File: src/rtl/jk_bank_hex_display.sv
// Bank of J-K flip-flops stepped by a slow-tick enable. The bank state (Q or its
// complement) is shown as hex digits on a multiplexed, active-low seven-segment display.
module jk_bank_hex_display #(
  parameter int CHANNELS = 8,
  parameter int DIV      = 4,
  parameter int SCAN_DIV = 2,
  localparam int NUM_DIGITS = (CHANNELS + 3) / 4
) (
  input  logic                  CLK,
  input  logic                  Reset,
  input  logic [CHANNELS-1:0]   J,
  input  logic [CHANNELS-1:0]   K,
  input  logic                  Select,
  output logic [CHANNELS-1:0]   Q,
  output logic                  Tick,
  output logic [6:0]            HexValue,
  output logic [NUM_DIGITS-1:0] DigitEn
);

  localparam int DIV_W  = (DIV > 1) ? $clog2(DIV) : 1;
  localparam int SCAN_W = (SCAN_DIV > 1) ? $clog2(SCAN_DIV) : 1;
  localparam int IDX_W  = (NUM_DIGITS > 1) ? $clog2(NUM_DIGITS) : 1;
  localparam int PAD_W  = NUM_DIGITS * 4;

  logic [DIV_W-1:0]      divCnt;
  logic [SCAN_W-1:0]     scanCnt;
  logic [IDX_W-1:0]      digitIdx;
  logic [CHANNELS-1:0]   dispBits;
  logic [PAD_W-1:0]      dispPad;
  logic [3:0]            nibble;
  logic [6:0]            segs;
  logic [NUM_DIGITS-1:0] anodes;

  always_ff @(posedge CLK or posedge Reset) begin
    if (Reset) begin
      divCnt <= '0;
      Tick   <= 1'b0;
    end else begin
      Tick   <= (divCnt == DIV_W'(DIV - 1));
      divCnt <= (divCnt == DIV_W'(DIV - 1)) ? '0 : divCnt + 1'b1;
    end
  end

  // Per bit: JK=00 hold, 01 clear, 10 set, 11 toggle.
  always_ff @(posedge CLK or posedge Reset) begin
    if (Reset) begin
      Q <= '0;
    end else if (Tick) begin
      Q <= (J & ~Q) | (~K & Q);
    end
  end

  always_ff @(posedge CLK or posedge Reset) begin
    if (Reset) begin
      scanCnt  <= '0;
      digitIdx <= '0;
    end else if (scanCnt == SCAN_W'(SCAN_DIV - 1)) begin
      scanCnt  <= '0;
      digitIdx <= (digitIdx == IDX_W'(NUM_DIGITS - 1)) ? '0 : digitIdx + 1'b1;
    end else begin
      scanCnt <= scanCnt + 1'b1;
    end
  end

  // Inversion covers only real channels; padding nibble bits stay 0.
  always_comb begin
    dispBits = Select ? ~Q : Q;
    dispPad  = PAD_W'(dispBits);
    nibble   = '0;
    for (int unsigned i = 0; i < NUM_DIGITS; i++) begin
      if (digitIdx == IDX_W'(i)) nibble = dispPad[i*4 +: 4];
    end
    anodes = ~(NUM_DIGITS'(1) << digitIdx);
  end

  always_comb begin
    segs = 7'h7F;
    case (nibble)
      4'h0: segs = 7'h40;
      4'h1: segs = 7'h79;
      4'h2: segs = 7'h24;
      4'h3: segs = 7'h30;
      4'h4: segs = 7'h19;
      4'h5: segs = 7'h12;
      4'h6: segs = 7'h02;
      4'h7: segs = 7'h78;
      4'h8: segs = 7'h00;
      4'h9: segs = 7'h10;
      4'hA: segs = 7'h08;
      4'hB: segs = 7'h03;
      4'hC: segs = 7'h46;
      4'hD: segs = 7'h21;
      4'hE: segs = 7'h06;
      4'hF: segs = 7'h0E;
      default: segs = 7'h7F;
    endcase
  end

  always_ff @(posedge CLK or posedge Reset) begin
    if (Reset) begin
      HexValue <= 7'h7F;
      DigitEn  <= '1;
    end else begin
      HexValue <= segs;
      DigitEn  <= anodes;
    end
  end

endmodule

File: config.mk
export PLATFORM = sky130hd
export DESIGN_NAME = jk_bank_hex_display
export DESIGN_NICKNAME = d
export VERILOG_FILES = /design/src/rtl/jk_bank_hex_display.sv
export SDC_FILE = /design/constraint.sdc
export NUM_CORES = 1
export LEC_CHECK = 0
export CAP_MARGIN = 0
export CORE_MARGIN = 2
export CORE_UTILIZATION = 50
export CTS_CLUSTER_SIZE = 14
export DETAILED_ROUTE_END_ITERATION = 8
export DONT_BUFFER_PORTS = 1
export GPL_TIMING_DRIVEN = 1
export PLACE_DENSITY = 0.68
export RECOVER_POWER = 100
export SYNTH_ARGS = -nofsm -noshare
export SYNTH_HDL_FRONTEND = slang
export SYNTH_SLANG_ARGS = --single-unit
File: constraint.sdc
create_clock -name CLK -period 3.2 [get_ports CLK]
set_clock_uncertainty 0.05 [all_clocks]
set_input_delay 0.48 -clock CLK [delete_from_list [all_inputs] [get_ports CLK]]
set_output_delay 0.48 -clock CLK [all_outputs]
set_load 0.01 [all_outputs]
==> out/results.ini, run 1 <==
[setup_path]
max_stage_delay_ns = 0.73
crit_buf_inv = 1
reg2reg_depth = 7
r2r_start = digitIdx$_DFFE_PP0P_
worstSetupPathType = flip-flop to flip-flop
cp_top_family = flip-flops
crit_chain = mux2i_4 -> xor2_2 -> inv_1 -> ha_1 -> or2_2 -> o32ai_1 -> a211oi_2
ff2ff_setup_slack_ns = 0.94
crit_start = digitIdx$_DFFE_PP0P_
crit_end = HexValue[0]$_DFF_PP1_
cp_max_fo = 11
cp.depth = 7
start_kind = flip-flop
cp_slowest_cell = dfrtp_1
required_ns = 3.39
end_kind = flip-flop
regToRegEndpoint = HexValue[0]$_DFF_PP1_
worstPathArrival_ns = 2.44

[synthesis]
synth_area_leaders = dfrtp_1 27%, dfstp_2 20%, ha_1 7.3%
synth-edff-count = 0
synth_seq_area_share = 0.471
synthArstFlopShare = 1.00
synth.most_common_cell = dfrtp_1
synth_top_cell_area_share = 0.273
synth_top_cell_by_area = dfrtp_1
syn_nets = 127
syn_avg_cell_area_sq_um = 11.8
synth_seq_cells = 22
syn-cell-area_sq_um = 1190
synth_ff_type = dfrtp_1
yosys-top-cells-count = 13 x dfrtp_1, 10 x a21oi_1, 9 x dfstp_2
netlist_instances = 101
synth_cell_types = 29
yosys_warnings = 0

[clocking]
insertion_delay_ns = 0.30
post_cts_resized = 0
numCtsBuffers = 3
path_clk_slew_ns = 0.12
cts_hold_buf = 0
root_buffer = clkbuf_4
cts_tree = yes
post_cts_buffers = 0
cts_max_level = 1
cts.sinks = 22
cts.path.max_buffers = 2

[power_and_ir_drop]
ir_drop_mv = 0.284
p_leak_nw = 0.515
p_per_area_nw_per_um2 = 585
p_total_mw = 0.711

[routing]
drc = 0
wl_mm = 1.78
drtIter0Drc = 7
dr.pass1.iters = 4
wl_per_cell_um = 14.0
via_count = 723
via_per_inst = 5.69
postRouteAntennaNets = 0

[outcome]
status = complete, no violations

[cells_and_area]
fillCellCount = 198
multi_input_area_sq_um = 557
drive_gt1_frac = 0.121
diodes = 0
instances_no_fill = 127
final-seq-area_sq_um = 562
nets = 126
area_growth_pct = 1.89

[timing]
min_period_ns = 2.26
tns_ns = 0
finalHoldViolations = 0
rsz0062_at_grt = no
clock.fmax_mhz = 443
slew_violations = 0
timing.slew.headroom = 0.466
finalCritPeriodShare = 0.705
worst_slew_pin_slew_ns = 0.799
setup_viol = 0

[run]
maxCapViolCount = 0

[floorplan]
core_sq_um = 2230
io_pins = 37
die_y_um = 52.9
die-area_sq_um = 2790
die_w_um = 52.9
row_count = 17
start_util = 0.534

[grt]
grt_pass1_wl_mm = 2.89
grt_usage = 0.149
antenna_found_initial = 0
grt_pass1_vias = 636
overflow = 0
grt_max_degree = 23

[place]
hpwl_mm = 1.34
placed_cells = 123
portBuffers = 0
gp_congestion = 0.817

[worst_hold_path]
min_path_type = input port to async pin

## report_power, final
group / total, mW / internal, mW / switching [mW]
Combinational: 0.167 / 0.0778 / 0.0890
Sequential: 0.395 / 0.335 / 0.0604
Clock: 0.149 / 0.0693 / 0.0793
## logic make-up (layout without fill, tap and decap cells)
logic type                 Yosys count  in the layout  synth area share
muxes                               11             11             0.124
xor gates and xnor gates             6              6            0.0629
buffers and inverters               13             11            0.0629
and+or+nand+nor                     14             14            0.0587
DFF                                 22             22             0.471
adders and majority gates            7              7            0.0734
AOI/OAI and AO/OA                   28             28             0.148
## how the worst min path moves through the flow
stage | to | slack [ns] | depth (start not counted)
after floorplan | DigitEn[0]$_DFF_PP1_ | 0.33 | 0
after global placement | divCnt[0]$_DFF_PP0_ | 0.36 | 1
after detailed placement | divCnt[0]$_DFF_PP0_ | 0.37 | 1
after CTS | HexValue[0]$_DFF_PP1_ | 0.16 | 1
after global routing | HexValue[0]$_DFF_PP1_ | 0.15 | 1
final | digitIdx$_DFFE_PP0P_ | 0.15 | 1
## per-layer routing
layer | part of all wire | vias to the layer above | GRT usage
met5 | 0 | - | 0
met4 | 0.0056 | 0 | 0.0769
met3 | 0.070 | 2 | 0.0537
met2 | 0.46 | 31 | 0.231
met1 | 0.47 | 337 | 0.180
li1 | - | 353 | -
## per-stage QoR
| step | worst slack [ns] | hold slack (ns) | util | instance area (sq um) |
|---|---|---|---|---|
| 3_3_place_gp | 1.03 | 0.365 | 0.528 | 1180 |
| 3_5_place_dp | 0.924 | 0.373 | 0.528 | 1180 |
| 4_1_cts | 0.921 | 0.155 | 0.545 | 1220 |
| 2_1_floorplan | 1.33 | 0.325 | - | 1190 |
| 6_report | 0.944 | 0.154 | 0.545 | 1220 |
| 5_1_grt | 0.738 | 0.146 | 0.545 | 1220 |
## cell type report
type                    count  share of cell area
clock buffers               4              0.0298
inverters                   7              0.0216
flip-flops and latches     22               0.462
multi-input cells          66               0.458
well taps                  28              0.0288
## registers in the layout (all words and copies together), names as in the netlist
signal	cells
Tick	1
digitIdx	1
Q	8
HexValue	7
scanCnt	1
DigitEn	2
divCnt	2
## layout by cell type (no fill, tap or decap), types with 3 or more instances in the layout
cell type	n
dfrtp_1	13
a21oi_1	10
dfstp_1	9
a31oi_1	8
mux2i_1	8
inv_1	7
ha_1	7
nand2_1	4
mux2i_4	3
nand2b_1	3
nor2_1	3
o21ai_0	3
clkbuf_4	3
## worst register-to-register path: cells and delay by family (launching register included)
kind / cells / cell delay [ns]
AO/OA/AOI/OAI: 2 / 0.20
XOR/XNOR: 1 / 0.22
adder cells (fa/ha/maj): 1 / 0.25
buffers and inverters: 1 / 0.09
flip-flops: 1 / 0.73
multiplexers: 1 / 0.37
AND/OR/NAND/NOR: 1 / 0.28
No activity file was read; power rests on OpenSTA's default activity.
==> inputs of run 2 (changes only) <==
==> constraint.sdc (replaced) <==
create_clock -name CLK -period 2.28 [get_ports CLK]
set_clock_uncertainty 0.05 [all_clocks]
set_input_delay 0.342 -clock CLK [delete_from_list [all_inputs] [get_ports CLK]]
set_output_delay 0.342 -clock CLK [all_outputs]
set_load 0.01 [all_outputs]
==> run 2 against run 1 <==
  * Via count up 5.3%
  * Die area stayed put
  * Count of clock-buffer cells in the layout decreased by 1
  * Non-clock buffer count increased by 2
  * Cell count is 1.6% higher
  * Flip-flop and latch count unchanged
  * Fmax up 9.9%
  * Setup slack worse by 0.72 ns
  * Final area increased by 2.5%
  * Largest cell class unchanged
==> out/results.ini, run 2 (synthesis gave the netlist of run 1 again) <==
[grt]
grt_util_met2 = 0.265  ; +0.0333
grt_pass1_vias = 729  ; +15%
antenna_found_initial = 0  ; unchanged
grt_max_degree = 23  ; unchanged
grt.busiest_layer = met2
use_met3 = 0.0452  ; -0.00847
grt_util_met1 = 0.168  ; -0.0118
grt_pass1_wl_mm = 3.03  ; +4.8%
overflow = 0  ; unchanged
grt_usage = 0.153  ; +0.00449

[routing]
wl_mm = 1.80  ; +1.4%
wl_per_cell_um = 14.0  ; -0.16%
dr.pass1.iters = 2  ; -2
via_per_inst = 5.90  ; +3.6%
postRouteAntennaNets = 0  ; unchanged
via_count = 761  ; +5.3%
drc = 0  ; unchanged
drtIter0Drc = 8  ; +1

[setup_path]
cp_top_family = multiplexers
crit_buf_inv = 1  ; unchanged
worstSetupPathType = flip-flop to flip-flop
start_kind = flip-flop
end_kind = flip-flop
cp_slowest_cell = clkbuf_1
reg2reg_depth = 5  ; -2
crit_chain = clkbuf_1 -> mux2i_4 -> xnor2_2 -> mux2i_1 -> o21ai_1
ff2ff_setup_slack_ns = 0.23  ; -0.72 ns
worstPathArrival_ns = 2.23  ; -0.21 ns
cp_max_fo = 11  ; unchanged
regToRegEndpoint = HexValue[5]$_DFF_PP1_
max_stage_delay_ns = 0.50  ; -0.23 ns
r2r_start = digitIdx$_DFFE_PP0P_
required_ns = 2.46  ; -0.93 ns

[cells_and_area]
top_register = Q
nets = 128  ; +1.6%
largest_reg_flops = 8  ; unchanged
final_cell_mix = 13 x dfrtp_1, 10 x a21oi_1, 9 x dfstp_1, 8 x a31oi_1, 8 x mux2i_1
final_common_cell = dfrtp_1
final-seq-area_sq_um = 562  ; unchanged
fillCellCount = 196  ; -1.0%
multi_input_area_sq_um = 557  ; unchanged
area_growth_pct = 4.40
diodes = 0  ; unchanged
largestRegisters = Q (8), HexValue (7)
drive_gt1_frac = 0.119  ; -0.00240

[floorplan]
row_count = 17  ; unchanged
io_pins = 37  ; unchanged
die-area_sq_um = 2790  ; unchanged
core_sq_um = 2230  ; unchanged
die_y_um = 52.9  ; unchanged
die_w_um = 52.9  ; unchanged
start_util = 0.534  ; unchanged

[timing]
setup_viol = 0  ; unchanged
rsz0062_at_grt = no
timing.slew.headroom = 0.479  ; +0.0126
worst_slew_pin_slew_ns = 0.781  ; -0.0189 ns
min_period_ns = 2.05  ; -0.203 ns
tns_ns = 0  ; unchanged
clock.fmax_mhz = 487  ; +9.9%
finalHoldViolations = 0  ; unchanged
finalCritPeriodShare = 0.900  ; +0.195
slew_violations = 0  ; unchanged
timing.hold.ws_ns = 0.00760  ; -0.146 ns

[power_and_ir_drop]
sw_frac_of_total = 0.300  ; -0.0218
p_sw_mw = 0.325  ; +42%
p_comb_frac = 0.219  ; -0.016
p_per_area_nw_per_um2 = 870  ; +49%
p_leak_nw = 0.528  ; +2.4%
ir_drop_mv = 0.493  ; +74%
pwr-share-seq = 0.512  ; -0.044
clockPowerShare = 0.269  ; +0.060
p_int_mw = 0.759  ; +57%

[clocking]
insertion_delay_ns = 0.30  ; about the same
cts.path.max_buffers = 2  ; unchanged
post_cts_buffers = 0  ; unchanged
numCtsBuffers = 3  ; unchanged
path_clk_slew_ns = 0.12  ; about the same
root_buffer = clkbuf_4
cts.sinks = 22  ; unchanged
post_cts_resized = 0  ; unchanged
cts_max_level = 1  ; unchanged
cts_tree = yes

[run]
maxCapViolCount = 0  ; unchanged

[place]
gp_congestion = 0.829  ; +1.5%
hpwl_mm = 1.39  ; +4.0%
portBuffers = 0  ; unchanged

[worst_hold_path]
min_path_type = input port to async pin

[outcome]
status = complete, no violations

## run 2: power by group through the flow
stage          combinational (mW)  clock (mW)  sequential (mW)
2_1_floorplan               0.225           0            0.564
3_5_place_dp                0.240           0            0.579
4_1_cts                     0.241       0.302            0.571
3_3_place_gp                0.234           0            0.576
5_1_grt                     0.272       0.320            0.568
6_report                    0.237       0.292            0.555
## run 2: layer usage
| layer | share of wire | wire length, um |
|---|---|---|
| met3 | 0.058 | 104 |
| met5 | 0 | 0 |
| met2 | 0.50 | 907 |
| met4 | 0.0094 | 17 |
| met1 | 0.43 | 770 |
## run 2: area by class of cell
cell class / instances / share of cell area
timing repair buffer: 2 / 0.0110
clock buffer: 3 / 0.0181
sequential: 22 / 0.451
multi-input combinational: 66 / 0.447
clock inverter: 1 / 0.0241
inverter: 7 / 0.0211
tap: 28 / 0.0281
## run 2: worst max-delay path by stage
stage | startpoint | to | slack (ns) | cells after the start
finish | digitIdx$_DFFE_PP0P_ | HexValue[5]$_DFF_PP1_ | 0.23 | 5
global route | digitIdx$_DFFE_PP0P_ | HexValue[5]$_DFF_PP1_ | 0.05 | 5
CTS | digitIdx$_DFFE_PP0P_ | HexValue[0]$_DFF_PP1_ | 0.34 | 7
detailed placement | Q[4]$_DFFE_PP0P_ | HexValue[0]$_DFF_PP1_ | 0.35 | 6
global placement | Q[4]$_DFFE_PP0P_ | HexValue[0]$_DFF_PP1_ | 0.42 | 6
floorplan | digitIdx$_DFFE_PP0P_ | HexValue[0]$_DFF_PP1_ | 0.41 | 8
## run 2: repair_timing
action	4_1_cts	5_1_grt
hold buffers	0	1
endpoints found under the hold margin	0	1
setup endpoints to repair	0	0
## run 2: metrics by stage
stage | worst slack, ns | std cells | total power, mW | area [sq um] | utilization
global placement | 0.419 | 124 | 0.809 | 1190 | 0.532
finish | 0.227 | 129 | 1.08 | 1250 | 0.558
floorplan | 0.409 | 101 | 0.789 | 1190 | -
CTS | 0.335 | 128 | 1.11 | 1240 | 0.555
global route | 0.0525 | 129 | 1.16 | 1250 | 0.558
detailed placement | 0.351 | 124 | 0.819 | 1190 | 0.532
==> patch, RTL diff (flow settings as in run 2) <==
Remove the register `HexValue`: a continuous assignment takes its place, so the output `HexValue` follows one clock earlier.
--- a/src/rtl/jk_bank_hex_display.sv
+++ b/src/rtl/jk_bank_hex_display.sv
@@ -98,13 +98,13 @@
 
   always_ff @(posedge CLK or posedge Reset) begin
     if (Reset) begin
-      HexValue <= 7'h7F;
       DigitEn  <= '1;
     end else begin
-      HexValue <= segs;
       DigitEn  <= anodes;
     end
   end
 
+  assign HexValue = segs;
+
 endmodule
 
Formal check against the unedited RTL: not equivalent (a bounded check fails within 4 cycles, from zero or initial values and one cycle with Reset high).
==> patch against run 2 <==
The flow now finishes with violations (negative setup slack); sequential cell count fell by 7; final cell count rose by 20%; synthesized cell count rose by 5.0%; setup slack got worse by 0.32 ns; first-iteration DRC count rose by 75%; design area rose by 14%; routed wire length rose by 32%; synthesized area fell by 10%.
Power is not compared: it rests on default switching activity, and its combinational part moved more than twofold at a synthesized area within 25%.
==> patch: results (changes against run 2) <==
Power
  • Worst vdd ir: 0.4403 mV
  • Leakage power figure: 0.5923 nW

Layout
  • Finished Layout Cells: 155 (+20%)
  • Largest regs: Q: 8 flops, DigitEn: 2 flops, divCnt: 2 flops
  • Layout cell share with drive strength beyond 1: 42.97% (+31 points)
  • ANT cells: 0 (unchanged)
  • Fillcell total: 156 (-20%)

Global route
  • Total Routing Usage GR: 17.93% (+2.6 points)
  • Initial antenna violation count: 0 (unchanged)
  • Maximum number of pins on one net before global-route repair: 20 (-13%)
  • Vias in the first global route: 817 (+12%)
  • First-pass GRT wire length: 3.505 mm (+16%)

Timing
  • Endpoints failing setup: 4 (+4)
  • PnR worst setup slack: -0.09056 ns (-0.3176 ns)
  • Slew margin rel.: 64.16% (+16 points)

Placed design
  • Inst Count DP: 141 (+14%)
  • HPWL after detailed placement: 1.546 mm (+11%)
  • Final Wtd Congestion: 0.8078 (-2.5%)
  • Placed cell area: 1170 sq um (-1.5%)
  • IO buf count: 0 (unchanged)

Synthesis
  • Synth area leaders: dfrtp_1 (30%), ha_1 (8.2%), mux2i_1 (6.5%)
  • Ys Warns: 0 (unchanged)
  • Netlist cell types: 37 (+28%)
  • Post-Syn Instances: 106 (+5.0%)
  • Net count after synthesis: 132 (+3.9%)
  • Post-synth top cells: dfrtp_1 (13), a21oi_1 (10), a31oi_1 (10)
  • Register area share after synthesis: 35.28% (-12 points)
  • Post-synth ARST share: 100.0% (unchanged)

Drt
  • DR vias/cell: 5.690 (-3.5%)
  • Drt first-iter violations: 14 (+6)
  • WL final: 2.380 mm (+32%)
  • Drt pass-1 iters: 6 (+4)

Worst hold path
  • Hold Crit Class: input port to flop

Clock tree
  • Clk_lat worst skew: 0.27 ns (-0.03 ns)
  • Root buffer cell: clkbuf_4
  • Total CTS buffers: 3 (unchanged)
  • CTS H-tree lvls: 1 (unchanged)
  • Number of buffers on the longest clock path: 2 (unchanged)
  • Worst-path clk slew: 0.08 ns (-0.04 ns)

Outcome
  • Run status: finished with violations
  • Violated checks: negative setup slack

Critical path
  • Crit Path Max Fanout: 3 (-8)
  • Crit path DAT: 1.98 ns (-0.25 ns)

Floorplan
  • Initial core utilization: 54.04% (+0.60 points)
==> patch: worst paths after layout <==
path / startpoint / to / slack, ns / cells past startpoint
max: digitIdx$_DFFE_PP0P_ / HexValue[0] / -0.09 / 8
min: K[2] / Q[2]$_DFFE_PP0P_ / 0.11 / 1
max reg2reg: digitIdx$_DFFE_PP0P_ / digitIdx$_DFFE_PP0P_ / 1.14 / 4
min reg2reg: divCnt[0]$_DFF_PP0_ / divCnt[0]$_DFF_PP0_ / 0.38 / 1
max in group asynchronous: Reset / digitIdx$_DFFE_PP0P_ / 1.30 / 2
min in group asynchronous: Reset / Q[3]$_DFFE_PP0P_ / 0.50 / 2
==> patch: report_power, final <==
group	switching [W]	total [W]	leakage [nW]	internal, W
combinational	0.000245	0.000499	0.406	0.000254
sequential	0.0000311	0.000318	0.172	0.000287
clock	0.0000746	0.000142	0.0150	0.0000677
total	0.000350	0.000959	0.592	0.000609
==> patch: cell families (layout without fill, tap and decap cells) <==
family                     after synthesis  after routing  synth area share [%]
and+or+nand+nor                         21             21                 11.80
AOI/OAI and AO/OA                       34             34                 19.86
buffers and inverters                   15             37                 7.594
DFF                                     15             15                 35.28
xor gates and xnor gates                 5              5                 6.543
muxes                                    9              9                 10.75
adders and majority gates                7              7                 8.177
==> patch: final cells by class <==
class	instances	share of cell area, %
clock buffers	4	1.855
inverters	7	1.855
multi-input cells	76	50.71
flip-flops and latches	15	26.77
well taps	27	2.385
repair buffers	26	16.43
==> patch: worst max-delay path: stages (launching register included) <==
cell      delay, ns
dfrtp_2        0.42
mux2i_2        0.25
xor2_1         0.21
inv_1          0.09
ha_2           0.20
or2_4          0.23
o32ai_4        0.09
a211oi_2       0.07
buf_4          0.15
==> patch: what timing repair did <==
action                                  4_1_cts  5_1_grt
pin swaps                                     3       10
gates resized for setup                      14       15
buffers inserted                              5        4
hold buffers                                  1        0
endpoints found under the setup margin        6        7
cloned                                        0        0
endpoints found under the hold margin        13        0
==> patch: metal layers <==
metal	global-route usage (%)	vias up	routed length, um
met5	0	-	0
met4	5.556	0	14
met3	2.976	2	121
met2	33.11	27	1288
met1	20.89	424	956
li1	-	429	-
==> patch: metrics by stage <==
step           hold slack [ns]  util (%)  setup slack, ns  TNS [ns]
2_1_floorplan           0.1920         -          0.01588         0
3_3_place_gp            0.2410     59.03           0.1487         0
3_5_place_dp            0.2577     59.03          0.08482         0
4_1_cts                 0.1054     65.78          -0.1003   -0.3756
5_1_grt                0.09716     71.46          -0.1976   -0.7649
6_report                0.1145     71.46         -0.09056   -0.3039
